$ cat src/rtl/sw_mode_ctrl.sv
// Stopwatch mode controller: RUN / PAUSED / ADJ state machine with the 1 Hz count
// prescaler, the 2 Hz adjust prescaler and the digit-blink mask for adjust mode.
// Optional feature: define SW_MODE_CTRL_BLINK_EN to build the blink prescaler and
// drive blank_mask; without it blank_mask is tied to 4'b0000.
module sw_mode_ctrl #(
  parameter int unsigned ONE_HZ_DIV = 100000000,
  parameter int unsigned TWO_HZ_DIV = 50000000,
  parameter int unsigned BLINK_DIV  = 20000000
) (
  input  logic       clk,
  input  logic       rst,
  input  logic       pause_pulse,
  input  logic       clr_pulse,
  input  logic       adj,
  input  logic       sel,
  input  logic       at_max,
  output logic       cnt_tick,
  output logic       adj_tick,
  output logic       adj_field,
  output logic       clr_out,
  output logic [1:0] mode,
  output logic [3:0] blank_mask
);

  localparam logic [31:0] OneHzLast = 32'(ONE_HZ_DIV - 1);
  localparam logic [31:0] TwoHzLast = 32'(TWO_HZ_DIV - 1);

  typedef enum logic [1:0] {
    StRun    = 2'b00,
    StPaused = 2'b01,
    StAdj    = 2'b10
  } state_e;

  state_e      state_q, state_d;
  logic        latched_q, latched_d;
  logic [31:0] sec_presc_q, sec_presc_d;
  logic [31:0] adj_presc_q, adj_presc_d;
  logic        cnt_tick_q, cnt_tick_d;
  logic        adj_tick_q, adj_tick_d;
  logic        adj_field_q;
  logic        clr_out_q;

  logic sec_count, sec_wrap;
  logic adj_count, adj_wrap, adj_entry;

  // Next mode and pause_latched; a soft clear overrides any pause strobe.
  always_comb begin
    state_d   = state_q;
    latched_d = latched_q;
    if (clr_pulse) begin
      latched_d = 1'b0;
      state_d   = adj ? StAdj : StRun;
    end else begin
      case (state_q)
        StRun: begin
          if (pause_pulse) latched_d = 1'b1;
          if (adj) state_d = StAdj;
          else if (pause_pulse) state_d = StPaused;
        end
        StPaused: begin
          if (pause_pulse) latched_d = 1'b0;
          if (adj) state_d = StAdj;
          else if (pause_pulse) state_d = StRun;
        end
        StAdj: begin
          // Pause only arms/disarms where we land once adjust is released.
          if (pause_pulse) latched_d = ~latched_q;
          if (!adj) state_d = latched_d ? StPaused : StRun;
        end
        default: state_d = StRun;
      endcase
    end
  end

  // Prescalers and tick pulses; counting is qualified by the registered mode.
  always_comb begin
    sec_count   = (state_q == StRun) && !at_max;
    sec_wrap    = sec_count && (sec_presc_q == OneHzLast);
    cnt_tick_d  = sec_wrap && !clr_pulse;
    sec_presc_d = sec_presc_q;
    if (clr_pulse || sec_wrap) sec_presc_d = '0;
    else if (sec_count)        sec_presc_d = sec_presc_q + 32'd1;

    adj_count   = (state_q == StAdj);
    adj_wrap    = adj_count && (adj_presc_q == TwoHzLast);
    adj_entry   = (state_d == StAdj) && (state_q != StAdj);
    adj_tick_d  = adj_wrap && !clr_pulse;
    adj_presc_d = adj_presc_q;
    if (clr_pulse || adj_entry || adj_wrap) adj_presc_d = '0;
    else if (adj_count)                     adj_presc_d = adj_presc_q + 32'd1;
  end

  // Mode, prescaler and pulse-output registers.
  always_ff @(posedge clk or posedge rst) begin
    if (rst) begin
      state_q     <= StRun;
      latched_q   <= 1'b0;
      sec_presc_q <= '0;
      adj_presc_q <= '0;
      cnt_tick_q  <= 1'b0;
      adj_tick_q  <= 1'b0;
      adj_field_q <= 1'b0;
      clr_out_q   <= 1'b0;
    end else begin
      state_q     <= state_d;
      latched_q   <= latched_d;
      sec_presc_q <= sec_presc_d;
      adj_presc_q <= adj_presc_d;
      cnt_tick_q  <= cnt_tick_d;
      adj_tick_q  <= adj_tick_d;
      adj_field_q <= sel;
      clr_out_q   <= clr_pulse;
    end
  end

  assign cnt_tick  = cnt_tick_q;
  assign adj_tick  = adj_tick_q;
  assign adj_field = adj_field_q;
  assign clr_out   = clr_out_q;
  assign mode      = state_q;

`ifdef SW_MODE_CTRL_BLINK_EN
  localparam logic [31:0] BlinkLast = 32'(BLINK_DIV - 1);

  logic [31:0] blink_presc_q, blink_presc_d;
  logic        blink_phase_q, blink_phase_d;
  logic [3:0]  blank_mask_q, blank_mask_d;

  // Free-running blink timebase; the mask follows next mode/field so it lines up with them.
  always_comb begin
    blink_presc_d = blink_presc_q + 32'd1;
    blink_phase_d = blink_phase_q;
    if (blink_presc_q == BlinkLast) begin
      blink_presc_d = '0;
      blink_phase_d = ~blink_phase_q;
    end
    blank_mask_d = 4'b0000;
    if ((state_d == StAdj) && blink_phase_d) blank_mask_d = sel ? 4'b1100 : 4'b0011;
  end

  // Blink timebase and mask registers.
  always_ff @(posedge clk or posedge rst) begin
    if (rst) begin
      blink_presc_q <= '0;
      blink_phase_q <= 1'b0;
      blank_mask_q  <= 4'b0000;
    end else begin
      blink_presc_q <= blink_presc_d;
      blink_phase_q <= blink_phase_d;
      blank_mask_q  <= blank_mask_d;
    end
  end

  assign blank_mask = blank_mask_q;
`else
  assign blank_mask = 4'b0000;
`endif

endmodule

$ cat config.mk
export PLATFORM = sky130hd
export DESIGN_NAME = sw_mode_ctrl
export DESIGN_NICKNAME = d
export VERILOG_FILES = /design/src/rtl/sw_mode_ctrl.sv
export SDC_FILE = /design/constraint.sdc
export NUM_CORES = 1
export LEC_CHECK = 0
export ABC_AREA = 1
export ABC_CLOCK_PERIOD_IN_PS = 2460
export CORE_ASPECT_RATIO = 0.5
export CORE_MARGIN = 2
export CORE_UTILIZATION = 50
export DETAILED_ROUTE_END_ITERATION = 8
export PLACE_DENSITY = 0.7
export SLEW_MARGIN = 10
export SYNTH_ARGS = -nofsm -noshare
export SYNTH_HDL_FRONTEND = slang
export SYNTH_SLANG_ARGS = --single-unit
$ cat constraint.sdc
create_clock -name clk -period 2.46 [get_ports clk]
set_clock_uncertainty 0.15 [all_clocks]
set_input_delay 0.492 -clock clk [delete_from_list [all_inputs] [get_ports clk]]
set_output_delay 0.492 -clock clk [all_outputs]
set_load 0.05 [all_outputs]
# Yosys cells after proc, flatten, opt, wreduce, memory -nomap -nowiden
# Cells that the tools add are included.
totals:
  elab_cells: 55
  in_bits: 7
  out_inout_bits: 10
  register_bits: 71
classes:
  n_addsub: 2
  reduce_logical: 16
  n_mux: 20
  bitwise_logic: 1
  n_eq_ne: 8
op_table:
  columns: ["op", "n"]
  rows:
  - ["32-bit 2-to-1 mux", 4]
  - ["32-bit by 1-bit adder with 32-bit output (second input constant)", 2]
  - ["32-bit by 26-bit equality test with 1-bit output (second input constant)", 1]
  - ["32-bit by 27-bit equality test with 1-bit output (second input constant)", 1]
  - ["2-bit 2-to-1 mux", 7]
  - ["1-bit 2-to-1 mux", 7]
  - ["1-bit logical AND", 6]
  - ["3-bit inequality test (second input constant)", 2]
  - ["2-bit case mux with 3 select lines", 1]
  - ["2-bit equality test (second input constant)", 2]
  - ["2-bit nonzero test", 2]
  - ["4-bit nonzero test", 1]
  - ["1-bit logical OR", 3]
  - ["1-bit case mux with 3 select lines", 1]
  - ["3-bit AND reduction", 1]
  - ["2-bit by 1-bit equality test with 1-bit output (second input constant)", 1]
  - ["1-bit logical NOT", 2]
  - ["2-bit logical NOT", 1]
  - ["2-bit inequality test (second input constant)", 1]
  - ["1-bit inverter", 1]

# Logic depth before layout (Yosys ltp)
# Gate-level depths: netlist of the first run.
depth:
  ltp_word: 13
  mapped_depth: 11
  mapped_depth_nobuf: 11

# Worst setup path before layout of the first run
# No wires, ideal clock.
synth_path:
  kind: "register to register"
  startpoint: "register state_q[1] (netlist: mode[1])"
  endpoint: "register sec_presc_q[12]"
  path_buffers: 1
  t_required_ns: 2.191
  setup_time_ns: 0.119
  arrival_ns: 1.640
  path_slack_ns: 0.551
  period_less_slack_ns: 1.909
  stages_incl_launch_ff: 10
  path_cell_list: "dfrtp_1 > nor3_4 > inv_2 > nand2_2 > buf_6 > nand2_2 > nor2_2 > nand3_1 > nand2_1 > nor2_1"
synth_via:
  elab_chain_cells: 5
  word_cells_on_any_way: 6
  classes_between: "1 x mux; 5 x reduce/logical"
synth_lines:
  columns: ["item", "line_no", "rtl"]
  rows:
  - ["start, declared", "34", "state_e state_q, state_d;"]
  - ["start signal, assigned", "96", "state_q <= StRun;"]
  - ["start signal, assigned", "105", "state_q <= state_d;"]
  - ["2-bit logical NOT *", "77", "sec_count = (state_q == StRun) && !at_max;"]
  - ["1-bit logical AND *", "77", null]
  - ["1-bit logical AND", "78", "sec_wrap = sec_count && (sec_presc_q == OneHzLast);"]
  - ["1-bit logical OR", "81", "if (clr_pulse || sec_wrap) sec_presc_d = '0;"]
  - ["32-bit 2-to-1 mux or 2-bit nonzero test (tied branches)", null, null]
  - ["end signal, assigned", "107", "sec_presc_q <= sec_presc_d;"]
  - ["end, declared", "36", "logic [31:0] sec_presc_q, sec_presc_d;"]
# Mark *: on every way between the ends. The rest lies on a longest branch, timed or not.
# A chain may end at the register's enable or synchronous reset.

# Final worst setup path of the first run
layout_path:
  startpoint: "register state_q[0] (netlist: mode[0])"
  endpoint: "output mode[0]"
layout_rtl:
  columns: ["item", "line_no", "rtl"]
  rows:
  - ["end, declared", "21", "output logic [1:0] mode,"]
# No word-level cell between the ends.

==> results of run 1 <==
[path summary, 6_finish.rpt]
path,endpoint,slack [ns],cells after the start
max,mode[0],0.08,1
min,adj_tick,0.32,2
max reg2reg,adj_presc_q[8],0.29,11
min reg2reg,adj_presc_q[31],0.38,2
max in group asynchronous,adj_presc_q[10],1.35,3
min in group clk,adj_presc_q[31],0.38,2
[layout make-up]
| class | instances | area, um2 |
|---|---|---|
| clock inverters | 2 | 10.01 |
| repair buffers | 30 | 280.3 |
| multi-input cells | 577 | 2494 |
| flip-flops and latches | 71 | 1777 |
| inverters | 91 | 341.6 |
| clock buffers | 11 | 242.7 |
| fillers | 887 | 3627 |
| well taps | 117 | 146.4 |
[Yosys cell counts]
library cell / n / area [um2]
buf_4: 6 / 45.04
clkbuf_1: 1 / 3.750
inv_1: 87 / 326.6
a31oi_1: 3 / 18.77
nor2_1: 183 / 686.9
nor3_4: 1 / 16.27
a21oi_1: 10 / 50.05
nand3b_1: 1 / 7.510
clkbuf_2: 1 / 5.000
a211oi_1: 1 / 7.510
inv_2: 4 / 15.01
ha_1: 2 / 25.02
nand2_1: 242 / 908.4
buf_6: 1 / 11.26
a32o_1: 1 / 10.01
nor3_2: 2 / 20.02
o21ai_0: 9 / 45.04
o21ai_1: 2 / 10.01
nor2_2: 7 / 43.79
dfrtp_1: 71 / 1777
xor2_1: 10 / 87.58
nand3_2: 1 / 10.01
nor3_1: 7 / 35.03
nand4_1: 14 / 87.58
xnor2_1: 3 / 26.28
nand3_1: 66 / 330.3
o21a_1: 1 / 7.510
nor4_1: 2 / 12.51
conb_1: 1 / 3.750
buf_2: 8 / 40.04
o211ai_1: 1 / 7.510
nand2_2: 4 / 25.02
[logic make-up (layout without fill, tap and decap cells)]
family | after synthesis | count (layout) | share of synthesized area
simple gates | 530 | 530 | 0.4640
other cells | 1 | 4 | 0.0007969
xor+xnor | 13 | 13 | 0.02420
flops | 71 | 71 | 0.3776
buf+inv | 108 | 134 | 0.09492
fa+ha+maj | 2 | 2 | 0.005317
compound gates | 28 | 28 | 0.03324
[state kept, by name (all words and copies together), names as in the netlist]
signal       count
adj_presc_q     32
sec_presc_q     32
mode             2
adj_field        1
adj_tick         1
clr_out          1
cnt_tick         1
latched_q        1
[routing by layer]
metal	GRT usage	vias up	part of all wire
met4	0.08222	0	0.018
li1	-	2381	-
met1	0.3209	2092	0.48
met3	0.05774	18	0.049
met5	0	-	0
met2	0.4126	114	0.45
[power breakdown]
| group | total, mW | switching (mW) | internal (mW) |
|---|---|---|---|
| sequential | 1.20 | 0.0170 | 1.18 |
| combinational | 0.203 | 0.138 | 0.0648 |
| clock | 1.17 | 0.481 | 0.689 |
| total | 2.57 | 0.636 | 1.93 |
[placed cells by master, fill, tap and decap left out, types with 2 or more instances in the layout]
cell type,count
xnor2_1,3
nand3_1,66
dfrtp_1,71
nand4_1,14
inv_2,5
o21ai_1,2
nand2_2,4
a31oi_1,3
buf_12,2
clkbuf_16,9
clkdlybuf4s50_1,12
buf_4,16
ha_1,2
nor3_2,2
a21oi_1,10
o21ai_0,9
nor4_1,2
nor2_2,7
conb_1,4
inv_1,86
clkinv_2,2
nor2_1,183
nand2_1,242
xor2_1,10
nor3_1,7
==> results.tsv, run 1 <==
stage	metric	value	unit
die	pin_count	17	
timing	rsz0062_at_grt	no	
critical_path	crit_chain	clkdlybuf4s50_1	
clocking	insertion_delay	0.34	ns
place	hpwl	8635	um
critical_path	critPathMaxFanout	7	
route	vias	4605	
global_routing	grt_remaining_overflow	0	
critical_path	r2r-start	adj_presc_q[0]	
job	maxCapViolCount	0	
yosys	ys_types	32	
timing	tightest_slew	0.5046	ns
clocking	cts.sinks	71	
critical_path	critPathTopFamily	buffers and inverters	
route	avgRoutedWirePerCell	12.74	um
route	drcViolationCount	0	
cells_and_area	areaGrowthSynthToFinish	12.44	%
place	gp_congestion	0.9401	
global_routing	grt_pass1_vias	4320	
route	wl	11460	um
die	fp.dieW	141.2	um
status	status	finished clean	
yosys	avgSynthCellArea	6.249	um2
pwr	power.leakage	2.432	nW
clocking	h-tree-depth	3	
pwr	power	2.570	mW
place	dp_cells	886	
critical_path	crit_slowest_cell	clkdlybuf4s50_1	
route	dr.pass1.iters	5	
clocking	tritoncts	built	
timing	fin_crit	2.377	ns
place	place_worst_setup_slack	0.2243	ns
cells_and_area	design_area	5291	um2
critical_path	worst_setup_path_start_kind	flop	
timing	slew_viol_final	0	
critical_path	cp-end-kind	output port	
clocking	post-cts-setup-buffers	0	
cells_and_area	stdcell_count	899	
pwr	p_per_area	485.7	nW/um2
die	die_area	10250	um2
yosys	syn_inst	753	
global_routing	track_usage	0.2462	
cells_and_area	antenna_cells	0	
clocking	postCtsHoldBufs	0	
pwr	irDropWorstVdd	0.0002972	V
hold_path	min_path_type	primary input to asynchronous set/reset pin	
global_routing	grt_pass1_wl	19700	um
clocking	cts_resized	0	
global_routing	grt_max_degree	27	
place	dpl_cell_area	5039	um2
die	core_area	8919	um2
critical_path	crit_path_max_incr_delay	0.87	ns
critical_path	cp.required	1.82	ns
cells_and_area	drive_above_1_share	0.06394	
die	initial_core_util	0.5276	
die	placementRows	24	
timing	setup_tns	0	ns
cells_and_area	fin_util	0.5933	
timing	max_freq	420.7	MHz
route	drtIter0Drc	372	
timing	hold_violations	0	
critical_path	crit_type	flop to output port	
route	antenna_left	0	
clocking	clk_pin_slew	0.05	ns
route	via_per_inst	5.122	
clocking	cts_root_buffer	clkbuf_16	
clocking	clockBufferDepth	2	
critical_path	critPathArrivalTime	1.74	ns
cells_and_area	nets	789	
timing	period_share	0.9663	
yosys	synth-seq-cells	71	
timing	maxSlewHeadroom	0.6626	
timing	hold_slack	0.3183	ns
global_routing	antenna_found_initial	0	
clocking	numCtsBuffers	9	
timing	fin_ws	0.08294	ns
yosys	syn_area	4706	um2
critical_path	critPathLaunch	mode[0]	
timing	setup_viol	0	
critical_path	cp_num_buf_inv	1	
place	port_buffers	12	
yosys	ys_seq_area_frac	0.3776	
die	die_h	72.60	um
yosys	yosysWarnings	0	
No activity file was read; power rests on OpenSTA's default activity.
==> inputs of run 2 (changes only) <==
Settings changed: SKIP_CTS_REPAIR_TIMING set to 1.
==> results of run 2 <==
The final DEF is identical to that of run 1; final timing and power are the same.
==> inputs of run 3 (changes only) <==
Settings changed: ABC_CLOCK_PERIOD_IN_PS 2460 to 2000, CTS_CLUSTER_DIAMETER set to 120.
Clock period 2.46 ns to 2 ns, I/O delays scaled along.
==> run 3 against run 2 <==
Net effect:
- flip-flop and latch count is the same
- hold slack better by 0.027 ns
- first-iteration DRC count shrank 10%
- design area grew 4.6%
- clock power grew 30%
- sequential share of layout area fell by 1.4 points
- count of clock-buffer cells in the layout increased by 4
- register-to-register slack worse by 0.18 ns
- largest power group is now clock
==> results.tsv, run 3 (synthesis results as in run 1) <==
stage	metric	value	unit	change
status	status	finished clean		
pwr	internal_power	2.493	mW	+29%
pwr	p_seq_frac	0.447		-0.019
cells_and_area	drive_above_1_share	0.1052		+0.04126
clocking	clockBufferDepth	2		unchanged
clocking	tritoncts	built		
pwr	p_comb_frac	0.088		+0.009
pwr	p_sw	0.7839	mW	+23%
route	via_per_inst	5.095		-0.53%
critical_path	critPathArrivalTime	1.97	ns	+0.23 ns
pwr	power	3.277	mW	+28%
critical_path	cp-end-kind	flop		
critical_path	critPathMaxFanout	20		+13
clocking	cts_root_buffer	clkbuf_16		
timing	fin_crit	1.893	ns	
critical_path	crit_path_max_incr_delay	0.39	ns	-0.48 ns
route	dr.pass1.iters	5		unchanged
cells_and_area	nFillCells	843		-5.0%
critical_path	crit_slowest_cell	dfrtp_1		
route	antenna_left	0		unchanged
global_routing	grt_max_degree	51		+89%
timing	hold_violations	0		unchanged
clocking	cts.sinks	71		unchanged
timing	setup_viol	0		unchanged
clocking	clk_pin_slew	0.05	ns	about the same
critical_path	rrSetupSlack	0.11	ns	-0.18 ns
cells_and_area	antenna_cells	0		unchanged
clocking	insertion_delay	0.33	ns	about the same
timing	slew_viol_final	0		unchanged
cells_and_area	layout.cells.most_common	nand2_1		
route	vias	4713		+2.3%
global_routing	grt_pass1_vias	4459		+3.2%
pwr	clkPwrFrac	0.465		+0.010
pwr	irDropWorstVdd	0.0003901	V	+31%
cells_and_area	layout_common_cells	242 x nand2_1, 179 x nor2_1, 86 x inv_1		
critical_path	cp.required	2.07	ns	+0.25 ns
route	drtIter0Drc	333		-10%
place	port_buffers	12		unchanged
pwr	p_per_area	592.3	nW/um2	+22%
die	fp.dieW	141.2	um	unchanged
place	gp_congestion	0.8873		-5.6%
route	wl	11740	um	+2.5%
global_routing	grt_pass1_wl	20390	um	+3.5%
cells_and_area	nets	813		+3.0%
die	pin_count	17		unchanged
pwr	switching_share	0.2392		-0.008153
cells_and_area	stdcell_count	925		+2.9%
pwr	power.leakage	2.579	nW	+6.0%
cells_and_area	areaGrowthSynthToFinish	17.58	%	
timing	hold_slack	0.3453	ns	+0.02700 ns
clocking	h-tree-depth	3		unchanged
place	hpwl	8766	um	+1.5%
die	die_h	72.60	um	unchanged
die	core_area	8919	um2	unchanged
timing	max_freq	528.2	MHz	
timing	setup_tns	0	ns	unchanged
critical_path	crit_type	flop to flop		
die	die_area	10250	um2	unchanged
route	avgRoutedWirePerCell	12.69	um	-0.41%
route	drcViolationCount	0		unchanged
critical_path	crit_chain	ha_1, nand2_1, nor2_4, nand2_1, inv_2, nand3_1, nor2_1, nor2_2, buf_12, nand3_1, nand2_1		
die	initial_core_util	0.5276		unchanged
critical_path	worst_setup_path_start_kind	flop		
global_routing	track_usage	0.2516		+0.005351
die	placementRows	24		unchanged
clocking	numCtsBuffers	9		unchanged
cells_and_area	fin_util	0.6204		+0.02708
critical_path	cp_common_cell	nand2_1		
place	dp_cells	907		+2.4%
hold_path	min_path_type	primary input to asynchronous set/reset pin		
global_routing	antenna_found_initial	0		unchanged
timing	period_share	0.9466		
global_routing	grt_remaining_overflow	0		unchanged
job	maxCapViolCount	0		unchanged
==> run 3: changes by cell type in the layout (fill, tap and decap cells not counted), moves of 3 or more <==
cell / change
buf_4: +27
nor2_2: +3
nor2_1: -4
clkdlybuf4s50_1: -6
==> run 3: per-stage QoR <==
step | cell area [um2] | worst slack, ns
final | 5533 | 0.1067
after global routing | 5533 | -0.005556
after CTS | 5488 | 0.09840
after detailed placement | 5210 | -0.04946
after global placement | 5210 | -0.01360
after floorplan | 4721 | 0.09125
==> run 3: cell type report <==
class,instances,area (um2),share of cell area
Multi-Input combinational cell,577,2509,0.4534
Tap cell,117,146.4,0.02646
Clock buffer,15,277.8,0.05020
Timing Repair Buffer,54,474.2,0.08571
Inverter,91,347.8,0.06287
Sequential cell,71,1778,0.3213
==> run 3: critical path, delay by kind of cell (launching register included) <==
| kind | cells | cell delay [ns] |
|---|---|---|
| adder cells (fa/ha/maj) | 1 | 0.18 |
| buffers and inverters | 2 | 0.27 |
| flip-flops | 1 | 0.39 |
| AND/OR/NAND/NOR | 8 | 0.80 |
==> run 3: final timing paths <==
kind,end,startpoint,cells after the start
max,sec_presc_q[28],sec_presc_q[0],11
min,adj_tick,rst,3
max reg2reg,sec_presc_q[28],sec_presc_q[0],11
min reg2reg,sec_presc_q[13],sec_presc_q[13],2
max in group asynchronous,sec_presc_q[8],rst,3
min in group clk,adj_field,sel,1
==> run 3: layer usage <==
| metal | vias to the layer above | GRT usage | wire, um |
|---|---|---|---|
| met5 | - | 0 | 0 |
| met4 | 0 | 0.08667 | 243 |
| met3 | 22 | 0.04987 | 521 |
| met2 | 114 | 0.4299 | 5346 |
| met1 | 2148 | 0.3262 | 5629 |
| li1 | 2429 | - | - |
==> run 3: power by group through the flow <==
stage / Clock (mW) / Sequential, mW / Combinational, mW
finish: 1.52 / 1.47 / 0.288
global route: 1.62 / 1.47 / 0.313
CTS: 1.56 / 1.47 / 0.282
detailed placement: 0 / 1.49 / 0.280
global placement: 0 / 1.49 / 0.277
floorplan: 0 / 1.51 / 0.149
